[src/rtl/spike_aer_encoder.sv]
// Spike-vector to address-event (AER) serializer.
// Captures 4-bit spike vectors from the LIF stage with a timestamp. It emits one
// {channel, timestamp} packet per set bit, in ascending channel order, into a small
// FIFO that drains over a valid/ready stream. Samples that arrive while the capture
// slot is still busy are dropped, and their spikes are counted.
module spike_aer_encoder #(
  parameter int DEPTH = 8,
  parameter int TS_W  = 8
) (
  input  logic            clk,
  input  logic            rst,
  input  logic [3:0]      spikes_in,
  input  logic            spikes_valid,
  output logic            evt_valid,
  input  logic            evt_ready,
  output logic [1:0]      evt_addr,
  output logic [TS_W-1:0] evt_ts,
  output logic            overflow,
  output logic [7:0]      drop_count,
  output logic            busy
);

  localparam int AW = $clog2(DEPTH);

  logic [TS_W-1:0] ts;
  logic [3:0]      pend;
  logic [TS_W-1:0] pend_ts;

  logic [1:0]      mem_addr [DEPTH];
  logic [TS_W-1:0] mem_ts   [DEPTH];
  logic [AW-1:0]   wr_ptr;
  logic [AW-1:0]   rd_ptr;
  logic [AW:0]     count;

  logic       full;
  logic       pop;
  logic       push;
  logic [1:0] low_idx;
  logic [3:0] low_bit;
  logic       single;
  logic       slot_free;
  logic       sample_hot;
  logic       capture;
  logic       drop;
  logic [2:0] spike_pop;
  logic [8:0] drop_sum;

  // Serializer selection, capture/drop decisions and output presentation.
  always_comb begin
    low_idx = 2'd0;
    if (pend[0])      low_idx = 2'd0;
    else if (pend[1]) low_idx = 2'd1;
    else if (pend[2]) low_idx = 2'd2;
    else if (pend[3]) low_idx = 2'd3;
    low_bit = 4'b0001 << low_idx;

    full      = (count == (AW+1)'(DEPTH));
    evt_valid = (count != '0);
    pop       = evt_valid && evt_ready;
    push      = (pend != 4'd0) && (!full || pop);

    single     = (pend != 4'd0) && ((pend & (pend - 4'd1)) == 4'd0);
    slot_free  = (pend == 4'd0) || (single && push);
    sample_hot = spikes_valid && (spikes_in != 4'd0);
    capture    = sample_hot && slot_free;
    drop       = sample_hot && !slot_free;

    spike_pop = {2'b00, spikes_in[0]} + {2'b00, spikes_in[1]}
              + {2'b00, spikes_in[2]} + {2'b00, spikes_in[3]};
    drop_sum  = {1'b0, drop_count} + {6'd0, spike_pop};

    evt_addr = evt_valid ? mem_addr[rd_ptr] : 2'd0;
    evt_ts   = evt_valid ? mem_ts[rd_ptr]   : '0;
    busy     = (pend != 4'd0) || evt_valid;
  end

  // Free-running timestamp, wraps naturally at its width.
  always_ff @(posedge clk) begin
    if (rst) ts <= '0;
    else     ts <= ts + TS_W'(1);
  end

  // Pending vector: a fresh capture replaces it, otherwise each push retires the lowest bit.
  always_ff @(posedge clk) begin
    if (rst) begin
      pend    <= 4'd0;
      pend_ts <= '0;
    end else if (capture) begin
      pend    <= spikes_in;
      pend_ts <= ts;
    end else if (push) begin
      pend    <= pend & ~low_bit;
    end
  end

  // FIFO pointers and occupancy; the extra occupancy bit separates full from empty.
  always_ff @(posedge clk) begin
    if (rst) begin
      wr_ptr <= '0;
      rd_ptr <= '0;
      count  <= '0;
    end else begin
      if (push) wr_ptr <= wr_ptr + AW'(1);
      if (pop)  rd_ptr <= rd_ptr + AW'(1);
      case ({push, pop})
        2'b10:   count <= count + (AW+1)'(1);
        2'b01:   count <= count - (AW+1)'(1);
        default: count <= count;
      endcase
    end
  end

  // FIFO storage needs no reset because the outputs are gated by occupancy.
  always_ff @(posedge clk) begin
    if (push) begin
      mem_addr[wr_ptr] <= low_idx;
      mem_ts[wr_ptr]   <= pend_ts;
    end
  end

  // Overload reporting: a sticky flag and a saturating dropped-spike count.
  always_ff @(posedge clk) begin
    if (rst) begin
      overflow   <= 1'b0;
      drop_count <= 8'd0;
    end else if (drop) begin
      overflow   <= 1'b1;
      drop_count <= drop_sum[8] ? 8'd255 : drop_sum[7:0];
    end
  end

endmodule

[config.mk]
export PLATFORM = sky130hd
export DESIGN_NAME = spike_aer_encoder
export DESIGN_NICKNAME = d
export VERILOG_FILES = /design/src/rtl/spike_aer_encoder.sv
export SDC_FILE = /design/constraint.sdc
export NUM_CORES = 1
export LEC_CHECK = 0
export ABC_AREA = 0
export BUFFER_PORTS_ARGS = -buffer_cell sky130_fd_sc_hd__buf_2
export CAP_MARGIN = 20
export CORE_AREA = 2 2 117 119
export DETAILED_ROUTE_END_ITERATION = 7
export DIE_AREA = 0 0 119 121
export PLACE_DENSITY = 0.52
export SYNTH_ARGS = -nofsm -noshare
export SYNTH_HDL_FRONTEND = slang
export SYNTH_SLANG_ARGS = --single-unit
[constraint.sdc]
create_clock -name clk -period 4.5 [get_ports clk]
set_input_delay 0.9 -clock clk [delete_from_list [all_inputs] [get_ports clk]]
set_output_delay 0.9 -clock clk [all_outputs]
set_load 0.05 [all_outputs]
* Word-level counts from Yosys, hierarchy flattened *
Memory sizes are Yosys's and may differ from the RTL's. A register that Yosys moved wholly into a read port is not among the register bits.
Index checks and enable logic that the tools add are counted.

word-level totals
  bits in registers = 39
  bits in writable memories = 80
  input port bits = 8
  logic and storage cells = 62
  memories kept = 2

cells by class
  add/subtract/negate cells = 10
  equal/unequal tests = 3
  shift-type cells = 1
  mux-type cells = 16
  bitwise operators = 3
  reduce and logical (&&, ||, !) cells = 19

memory list
  memory    words  bits a word  read ports  clocked after memory_dff  wr ports  line  source
  mem_ts    8      8            1           1                         1         30    logic [TS_W-1:0] mem_ts [DEPTH];
  mem_addr  8      2            1           1                         1         29    logic [1:0] mem_addr [DEPTH];

operators by type and width
  operator             count
  $mux 8               2
  $mux 3               4
  $reduce_bool 4->1    3
  $mux 2               5
  $add 8x3->9          1
  $add 8x1->8 const B  1
  $and 4x4->4          2
  $logic_not 4->1      2
  $mux 4               2
  $pmux 4 s2           1
  $sub 4x1->4 const B  2
  $logic_and 1x1->1    7
  $add 3x1->3 const B  2
  $add 4x1->4 const B  1
  $eq 4x4->1 const B   1
  $not 4->4            1
  $reduce_bool 2->1    2
  $shl 1x2->4 const A  1
  $add 2x1->3          1
  $add 3x1->3          1
  $logic_or 1x1->1     3
  $add 1x1->2          1
  $eq 2x1->1 const B   1
  $eq 2x2->1 const B   1
  other kinds (2)      4

* Logic depth before layout (Yosys ltp) *
Gate-level depths: netlist of run 1.

  depth in word-level cells = 9
  mapped depth = 13
  mapped depth without buffers = 11

* Least setup slack after synthesis of run 1 *
OpenSTA, ideal clock, no wires.

  path kind = in2reg
  start = input spikes_in[0]
  end = register drop_count[4]
  data arrival time = 2859 ps
  required time = 4414 ps
  setup slack = 1556 ps
  stages on the path = 9
  buffers on the path = 0
  cells stage by stage = fa_1 -> inv_1 -> fa_1 -> inv_1 -> fa_1 -> and3_1 -> nand3_1 -> and3_1 -> a211oi_1

on the way
  longest elaborated chain between the ends = 5

ends and longest elaborated chain
  item                    line  source
  start: declaration      12    input logic [3:0] spikes_in,
  $add 1x1->2             68    spike_pop = {2'b00, spikes_in[0]} + {2'b00, spikes_in[1]}
  $add 2x1->3             69    + {2'b00, spikes_in[2]} + {2'b00, spikes_in[3]};
  $add 3x1->3             69
  $add 8x3->9             70    drop_sum = {1'b0, drop_count} + {6'd0, spike_pop};
  $mux 8                  128   drop_count <= drop_sum[8] ? 8'd255 : drop_sum[7:0];
  end signal: assignment  128
  end: declaration        19    output logic [7:0] drop_count,

Several ways; a longest one is shown, not always the timed one.
A chain may end at the register's enable or synchronous reset.

==> metrics.txt, run 1 <==
outcome finished, final reports clean; Cell Rows 42; routed wire length 9.51 mm; Post-Synth Simple-Gate Area around a tenth; Residual DRC 0; initial core utilization 38.6%; Final Power between 3 and 4 mW; Final Skew about 0.0080 ns; unrepaired setup endpoints after global routing no; fmax approximately 0.31 GHz; Die H around 120 µm; CP Launch Type flip-flop; vias in the first global route 3023; H-tree levels 4; PD cells between 500 and 600 nW/µm²; main combinational cell family by area after synthesis multiplexers; CTS tree done; post-synthesis async set-or-reset flop share 0%; GRT overflow 0; max_slew headroom between 30% and 40%; Longest Clk Path Bufs 2; share of post-route cells with drive strength above 1 around 22%; GRT Util Overall between 10 and 15%; hold path depth 1; measured slew at the worst slew-check pin 1.03 ns; die extent in x ~120 µm; hold_sp ts[0]; area occupied by multi-input gates approximately 1700 µm²; Reg clk slew, reported paths approximately 0.05 ns; antenna viol nets, final 0; Pint between 2 and 2.5 mW; largest cells by area after synthesis edfxtp_1, dfxtp_1, mux4_2, mux2i_1, nor2_1; n_diodes 0; number of synthesis warnings 0; Worst Reg-to-Reg Cells 12; NetSw around 1.1 mW; Final nets about 410; CTS Root Cell clkbuf_16; Post-Syn Area 5060 µm²; Final Cycle Share 71.1%; r2r setup slk 1.59 ns; Min Hold Slack around 0.46 ns; Fin Setup TNS 0 ns; die area about 14000 µm²; Adder-Cell Fraction of Synth Area under 10%; FF+latch count, synth approximately 120; final core occ a little under half; largest net degree at the start of global routing between 40 and 50; hold endpoint ts[0]; core box area 13100 µm²; leakage dissipation 2.16 nW; Fin. Hold Viols 0; GP Congestion 0.785; Mapped Nets 375; biggest cell delay along the critical path approximately 0.99 ns; Comb pwr share ~26%; dpl hpwl 6.06 mm; initial DRC count between 200 and 300; Sink Count between 100 and 150; Skew-Pair Late Insertion Delay just over 0.4 ns; CP Capture Type output pin; slowest stage cell, crit path dfxtp_1; vias per inst a little over 5; Crit path required time roughly 3.6 ns; Net Sw Frac between 30% and 40%; Layout area overhead 18.4%; ys flop type edfxtp_1; Fillers 1189; WP buf/inv 1; Clock Power Share a little over a third; Seq/Total Area, Yosys around 64%; initial antenna violation count 0; xor/xnor share of the synthesized area roughly 2.4%; Post-CTS Hold Fix Bufs 0; Max Cap Viol 0; post-synthesis mux area share 12.9%; WP data arrival around 2.3 ns; Num CTS Buffers 17; Top delay family on crit path flip-flops; Mapped Avg Cell Area around 14 µm²; crit path kind flip-flop to output pin; Crit Path Max Fanout 20; Compound-Gate Fraction of Synth Area around 5.3%; Cell Chain, Critical Path mux4_2, mux2i_1, nor2_1, buf_2; Routed wire per std cell ~16 µm; final setup violation count 0; Worst R2R Start count[0]; most area-hungry cell type in the Yosys netlist edfxtp_1; fin. max-slew vios 0; first-pass iteration count of the detailed router 5; Synth cell types 42; Syn Inst Count between 300 and 400; Worst Hold Class flip-flop to flip-flop; R2R Path End count[2]; register area approximately 3200 µm²; worst setup margin 1.30 ns; Flop pwr share between 30% and 40%; share of the synthesized area in the top cell type a little under half; Setup WS pre-CTS 1.25 ns; PortBufs 28; first-pass GRT wire length 16.0 mm; minimum clock period between 3 and 4 ns; PostCTS Resize Cnt 0; Peak VDD IR 0.235 mV; I/O pin total 29; setup bufs post-CTS 0; DR vias ~2900; Post-synth EDFFs 80
## worst register-to-register path: cells and delay by family, from the launching register on
family                   cells  cell delay [ns]
adder cells (fa/ha/maj)      2             0.47
XOR/XNOR                     2             0.26
buffers and inverters        2             0.30
AO/OA/AOI/OAI                2             0.28
flip-flops                   1             0.35
AND/OR/NAND/NOR              4             1.16
## cell families after synthesis
| family | Yosys count |
|---|---|
| flip-flops | 122 |
| AO/OA/AOI/OAI | 39 |
| adder cells (fa/ha/maj) | 12 |
| AND/OR/NAND/NOR | 99 |
| multiplexers | 40 |
| buffers and inverters | 30 |
| XOR/XNOR | 14 |
## power by group through the flow
stage | Combinational, mW | Sequential, mW | Clock [mW]
finish | 0.899 | 1.34 | 1.26
global route | 0.977 | 1.35 | 1.36
CTS | 0.920 | 1.34 | 1.30
detailed placement | 0.919 | 1.36 | 0
global placement | 0.911 | 1.36 | 0
floorplan | 0.733 | 1.33 | 0
## layout by cell type, fill, tap and decap left out, types with 7 or more instances in the layout
master,netlist,final
inv_1,11,11
a21oi_1,11,11
mux4_2,20,20
xor2_1,10,10
buf_4,0,11
edfxtp_1,80,80
nand2_1,10,10
ha_1,8,8
mux2i_1,20,20
nor3_1,7,7
nor2_1,47,47
buf_2,6,28
dfxtp_1,42,42
clkbuf_16,0,17
## through the flow
stage                     instance area [µm²]  std cells
after floorplan                          5060        356
after global placement                   5430        552
after detailed placement                 5430        552
after CTS                                5990        584
after global routing                     5990        584
final                                    5990        584
## state kept, by name (all words and copies together), names as in the netlist, named ones only
register,count
drop_count,8
count,4
ts,8
pend,4
wr_ptr,3
rd_ptr,3
pend_ts,8
overflow,1
mem_addr,16
mem_ts,64
## metal layers
| layer | GRT usage [%] | wire length [µm] | up-vias | share of wire (%) |
|---|---|---|---|---|
| met1 | 19.0 | 4300 | 1460 | 45 |
| met4 | 5.21 | 119 | 0 | 1.3 |
| met3 | 5.03 | 415 | 14 | 4.4 |
| li1 | - | - | 1413 | - |
| met2 | 23.7 | 4680 | 59 | 49 |
| met5 | 0 | 0 | - | 0 |
## area by class of cell
type,count,area share (%)
inverter,11,0.690
multi-input combinational,204,28.4
clock buffer,23,7.65
sequential,122,54.2
timing repair buffer,39,3.72
clock inverter,9,1.65
tap,176,3.68
## synth_stat cells, drive strengths merged (2+ instances only)
library cell,count
ha,8
nor3,7
a22oi,2
inv,11
a311oi,5
edfxtp,80
nor2,47
nand3,6
o21ai,3
nor4b,2
o31ai,3
xnor2,4
nor2b,4
a211oi,4
buf,8
and3,6
mux2i,20
mux4,20
a21oi,11
a31oi,6
and2,3
dfxtp,42
xor2,10
nand2b,5
nand4b,2
nand2,10
clkbuf,11
fa,3
nor3b,2
or3,2
nor4,2
## worst max path at each step
stage / from / end / slack, ns / cells after the start
floorplan: spikes_in[0] / drop_count[4] / 1.56 / 9
finish: flip-flop / evt_ts[1] / 1.30 / 4
CTS: flip-flop / evt_ts[1] / 1.20 / 4
detailed placement: spikes_in[0] / drop_count[4] / 1.25 / 10
global placement: spikes_in[0] / drop_count[4] / 1.30 / 10
global route: flip-flop / evt_ts[6] / 1.17 / 4
No activity file was read; power rests on OpenSTA's default activity.
==> run 2: changes to the inputs <==
PLACE_DENSITY = 0.54   (was 0.52)
clock period = 2.7 ns   (was 4.5 ns; I/O delays follow)
==> run 2 against run 1 <==
Die area unchanged. Count of clock-buffer cells in the layout is 3 higher. Non-clock buffer count grew 13. Sequential cell count stayed put. Clock skew is 0.0013 ns higher. Cell area is 1.6% higher. Wire length rose by 0.58%. Critical path type is now flip-flop to flip-flop. Critical endpoint is now count[2]. Largest cell class unchanged.
==> metrics.txt, run 2 (same netlist as run 1, synthesis figures left out) <==
first-pass GRT wire length 15.7 mm (was 16.0 mm); outcome finished, final reports clean (unchanged); Reg clk slew, reported paths 0.05 ns (about the same); max_slew headroom 40.0% (was 31.5%); Cell Rows 42 (unchanged); GP Congestion 0.803 (was 0.785); Max Cap Viol 0 (unchanged); CTS tree done (unchanged); most common cell after layout, fill and taps aside edfxtp_1 (unchanged); core box area 13100 µm² (unchanged); area occupied by multi-input gates 1700 µm² (about the same); antenna viol nets, final 0 (unchanged); DR vias 2943 (was 2946); max reg flops 64 (unchanged); WP data arrival 2.87 ns (was 2.30 ns); biggest cell delay along the critical path 0.41 ns (was 0.99 ns); Peak VDD IR 0.409 mV (was 0.235 mV); Layout area overhead 20.3% (was 18.4%); Crit path required time 3.02 ns (was 3.60 ns); PostCTS Resize Cnt 0 (unchanged); dpl hpwl 6.08 mm (was 6.06 mm); n_diodes 0 (unchanged); Die H 121 µm (unchanged); initial antenna violation count 0 (unchanged); largest net degree at the start of global routing 41 (unchanged); share of post-route cells with drive strength above 1 24.7% (was 21.6%); initial DRC count 213 (was 276); vias in the first global route 2924 (was 3023); die area 14400 µm² (unchanged); Crit Path Max Fanout 4 (was 20); Post-CTS Hold Fix Bufs 0 (unchanged); fmax between 0.3 and 0.4 GHz; CTS Root Cell clkbuf_16 (unchanged); slowest stage cell, crit path or3_1 (was dfxtp_1); GRT Util Overall 14.6% (was 14.9%); first-pass iteration count of the detailed router 4 (was 5); Cell Chain, Critical Path or3_1, nor2_2, inv_4, and2_1, ha_1, xor2_1, ha_1, a21oi_1, xor2_1, or3_1, a21oi_1 (was mux4_2, mux2i_1, nor2_1, buf_2); Final Cycle Share between 90% and 100%; minimum clock period 2.54 ns; Non-Filler Cell Area, Final 6080 µm² (was 5990 µm²); final setup violation count 0 (unchanged); measured slew at the worst slew-check pin 0.892 ns (was 1.03 ns); PD cells 965 nW/µm² (was 585 nW/µm²); GRT overflow 0 (unchanged); final core occ 46.5% (was 45.7%); most frequent cells in the layout edfxtp_1, nor2_1, dfxtp_1 (unchanged); CP Launch Type flip-flop (unchanged); Top delay family on crit path simple AND/OR/NAND/NOR gates (was flip-flops); Sink Count 122 (unchanged); Routed wire per std cell 16.0 µm (was 16.3 µm); H-tree levels 4 (unchanged); register area 3240 µm² (unchanged); fin. max-slew vios 0 (unchanged); unrepaired setup endpoints after global routing no (unchanged); initial core utilization 38.6% (unchanged); vias per inst 4.93 (was 5.04); Residual DRC 0 (unchanged); Worst Hold Class input port to flip-flop (was flip-flop to flip-flop); Final Skew 0.00928 ns (was 0.00799 ns); Fillers 1157 (was 1189); crit path kind flip-flop to flip-flop (was flip-flop to output pin); Biggest register mem_ts (unchanged); largest registers mem_ts: 64 flops, mem_addr: 16 flops (unchanged); Fin. Hold Viols 0 (unchanged); PortBufs 28 (unchanged); leakage dissipation 2.23 nW (was 2.16 nW); Skew-Pair Late Insertion Delay 0.41 ns (about the same); I/O pin total 29 (unchanged); setup bufs post-CTS 0 (unchanged); Min Hold Slack 0.417 ns (was 0.456 ns); Longest Clk Path Bufs 2 (unchanged); WP buf/inv 1 (unchanged); Area after DPL 5540 µm² (was 5430 µm²); Num CTS Buffers 17 (unchanged); CP Capture Type flip-flop (was output pin); routed wire length 9.57 mm (was 9.51 mm); Final nets 427 (was 414); die extent in x 119 µm (unchanged)
[run 2: cell count changes in the layout (fill, tap and decap cells not counted), moves of 2 or more]
cell | before | now
clkinvlp_4 | 2 | 0
bufinv_16 | 2 | 0
buf_4 | 11 | 23
inv_4 | 0 | 3
clkbuf_8 | 1 | 3
[run 2: worst paths after layout]
| kind | start | endpoint | slack [ns] | depth (start not counted) |
|---|---|---|---|---|
| max reg2reg | count[0] | count[2] | 0.16 | 11 |
| min | spikes_in[1] | pend[1] | 0.42 | 3 |
| min reg2reg | overflow | overflow | 0.47 | 2 |
| max | count[0] | count[2] | 0.16 | 11 |
[run 2: metrics by stage]
stage	setup WS (ns)	TNS (ns)	std cells	power, mW
after global placement	-0.00936	-0.0187	565	3.86
after global routing	0.0183	0	597	6.14
after detailed placement	-0.0844	-0.340	565	3.88
after CTS	0.140	0	597	5.93
after floorplan	0.000797	0	356	3.46
final	0.157	0	597	5.87
[run 2: layout make-up]
cell class              instances  share of cell area, %
clock buffers                  26                   8.39
clock inverters                 6                  0.597
inverters                      11                  0.720
multi-input cells             204                   27.9
flip-flops and latches        122                   53.3
well taps                     176                   3.62
repair buffers                 52                   5.47
[run 2: power by group]
part / internal, mW / total, mW / switching [mW]
Clock: 1.30 / 2.05 / 0.749
Sequential: 2.12 / 2.20 / 0.0763
Combinational: 0.587 / 1.62 / 1.04
[run 2: tightest hold or removal path: cells and delay by family]
family / cells / cell delay (ns)
simple gates: 1 / 0.06
buf+inv: 1 / 0.13
compound gates: 1 / 0.05
[run 2: routing by layer]
layer  vias to the layer above  track usage (%)  share of wire (%)  wire, µm
li1                       1439                -                  -         -
met1                      1450             18.3                 47      4460
met2                        46             23.5                 49      4710
met3                         8             4.18                3.0       287
met4                         0             7.14                1.2       112
met5                         -                0                  0         0
==> run 3: changes to the inputs <==
CAP_MARGIN = unset   (was 20)
CORE_AREA = 2 2 113 115   (was 2 2 117 119)
DIE_AREA = 0 0 115 117   (was 0 0 119 121)
PLACE_DENSITY = 0.58   (was 0.54)
==> run 3 against run 2 <==
Non-clock buffer count down 3. Power is 2.3% higher. Cell area decreased by 0.12%. Largest power group unchanged.
==> metrics.txt, run 3 (same netlist as run 1, synthesis figures left out) <==
Cell Rows 41 (was 42); placed insts 536 (was 565); GRT Util Overall 15.6% (was 14.6%); Layout area overhead 20.1% (was 20.3%); GP Congestion 0.769 (was 0.803); Post-CTS Hold Fix Bufs 0 (unchanged); WP data arrival 2.83 ns (was 2.87 ns); hold endpoint pend[1] (unchanged); Skew-Pair Late Insertion Delay 0.41 ns (about the same); r2r setup slk 0.20 ns (was 0.16 ns); vias in the first global route 2995 (was 2924); GRT overflow 0 (unchanged); PD cells 988 nW/µm² (was 965 nW/µm²); max reg flops 64 (unchanged); Final Cycle Share 92.4% (was 94.2%); Cell Chain, Critical Path or3_4, nor2_4, inv_4, and2_1, ha_2, xor2_1, ha_1, a21oi_1, xor2_1, or3_1, a21oi_1 (was or3_1, nor2_2, inv_4, and2_1, ha_1, xor2_1, ha_1, a21oi_1, xor2_1, or3_1, a21oi_1); Crit Path Max Fanout 6 (was 4); Final Power 6.00 mW (was 5.87 mW); antenna viol nets, final 0 (unchanged); most frequent cells in the layout edfxtp_1, nor2_1, dfxtp_1 (unchanged); initial DRC count 220 (was 213); Post-Layout Cell Count 568 (was 597); Comb pwr share 27.1% (was 27.7%); Worst R2R Start count[0] (unchanged); setup bufs post-CTS 0 (unchanged); NetSw 1.89 mW (was 1.86 mW); final setup violation count 0 (unchanged); hold path depth 3 (unchanged); die area 13500 µm² (was 14400 µm²); CTS Root Cell clkbuf_16 (unchanged); core box area 12300 µm² (was 13100 µm²); Sink Count 122 (unchanged); I/O pin total 29 (unchanged); Max Cap Viol 0 (unchanged); vias per inst 5.24 (was 4.93); CTS tree done (unchanged); initial core utilization 41.1% (was 38.6%); Flop pwr share 36.8% (was 37.5%); routed wire length 9.51 mm (was 9.57 mm); Worst Hold Class input port to flip-flop (unchanged); Pint 4.11 mW (was 4.01 mW); largest net degree at the start of global routing 41 (unchanged); Num CTS Buffers 17 (unchanged); Peak VDD IR 0.448 mV (was 0.409 mV); Reg clk slew, reported paths 0.06 ns (was 0.05 ns); WP buf/inv 1 (unchanged); Final nets 424 (was 427); area occupied by multi-input gates 1710 µm² (was 1700 µm²); max_slew headroom 45.4% (was 40.0%); share of post-route cells with drive strength above 1 25.1% (was 24.7%); Clock Power Share 36.1% (was 34.9%); CP Capture Type flip-flop (unchanged); hold_sp spikes_in[1] (unchanged); DR vias 2976 (was 2943); crit path kind flip-flop to flip-flop (unchanged); Fin. Hold Viols 0 (unchanged); Longest Clk Path Bufs 2 (unchanged); PortBufs 28 (unchanged); biggest cell delay along the critical path 0.44 ns (was 0.41 ns); Fillers 1058 (was 1157); die extent in x 115 µm (was 119 µm); largest registers mem_ts: 64 flops, mem_addr: 16 flops (unchanged); most common cell after layout, fill and taps aside edfxtp_1 (unchanged); R2R Path End count[2] (unchanged); fin. max-slew vios 0 (unchanged); Worst Reg-to-Reg Cells 11 (unchanged); leakage dissipation 2.20 nW (was 2.23 nW); initial antenna violation count 0 (unchanged); first-pass GRT wire length 15.4 mm (was 15.7 mm); Net Sw Frac 31.5% (was 31.7%); measured slew at the worst slew-check pin 0.813 ns (was 0.892 ns); minimum clock period 2.50 ns (was 2.54 ns); Routed wire per std cell 16.7 µm (was 16.0 µm); Biggest register mem_ts (unchanged); register area 3240 µm² (unchanged); Die H 117 µm (was 121 µm); CP Launch Type flip-flop (unchanged); Crit path required time 3.03 ns (was 3.02 ns); n_diodes 0 (unchanged); unrepaired setup endpoints after global routing no (unchanged); H-tree levels 4 (unchanged); Top delay family on crit path simple AND/OR/NAND/NOR gates (unchanged); dpl hpwl 5.99 mm (was 6.08 mm); Final Skew 0.00930 ns (was 0.00928 ns); first-pass iteration count of the detailed router 4 (unchanged); outcome finished, final reports clean (unchanged); slowest stage cell, crit path or3_4 (was or3_1); Residual DRC 0 (unchanged); fmax 0.401 GHz (was 0.393 GHz)
run 3: worst max-delay path by stage:
| stage | startpoint | endpoint | depth (start not counted) |
|---|---|---|---|
| finish | count[0] | count[2] | 11 |
| global route | count[0] | count[2] | 11 |
| CTS | count[0] | count[2] | 11 |
| detailed placement | spikes_in[0] | drop_count[6] | 10 |
| global placement | spikes_in[0] | drop_count[4] | 10 |
| floorplan | count[0] | count[2] | 13 |
run 3: layout make-up:
cell class	count	share of cell area (%)
tap	150	3.09
clock inverter	11	2.00
clock buffer	21	7.58
multi-input combinational	204	28.1
inverter	11	0.721
sequential	122	53.4
timing repair buffer	49	5.11
run 3: tightest hold or removal path: stages:
cell,delay [ns]
buf_2,0.12
nand2_1,0.05
a21oi_1,0.05
run 3: routing by layer:
metal | routed length, µm | up-vias | global-route usage, %
met5 | 0 | - | 0
met4 | 184 | 0 | 6.51
met3 | 331 | 14 | 4.94
met2 | 4520 | 58 | 25.5
met1 | 4480 | 1468 | 19.3
li1 | - | 1436 | -
run 3: power groups by stage:
stage	sequential, mW	clock (mW)	combinational [mW]
after floorplan	2.22	0	1.24
after global placement	2.23	0	1.61
after detailed placement	2.24	0	1.63
after CTS	2.20	2.20	1.64
after global routing	2.22	2.29	1.76
final	2.21	2.17	1.63
run 3: per-stage QoR:
stage,TNS (ns),utilization (%),setup slack [ns],instance area (µm²),hold slack [ns]
finish,0,49.3,0.204,6070,0.407
global route,0,49.3,0.0285,6070,0.412
CTS,0,49.2,0.0850,6060,0.391
detailed placement,-0.146,44.5,-0.0421,5480,0.448
global placement,0,44.5,0.0318,5480,0.440
floorplan,0,-,0.000797,5060,0.425
run 3: repair_timing:
item	CTS	global route
resized for setup	0	3
endpoints found under the setup margin	0	1
hold endpoints to repair	0	0
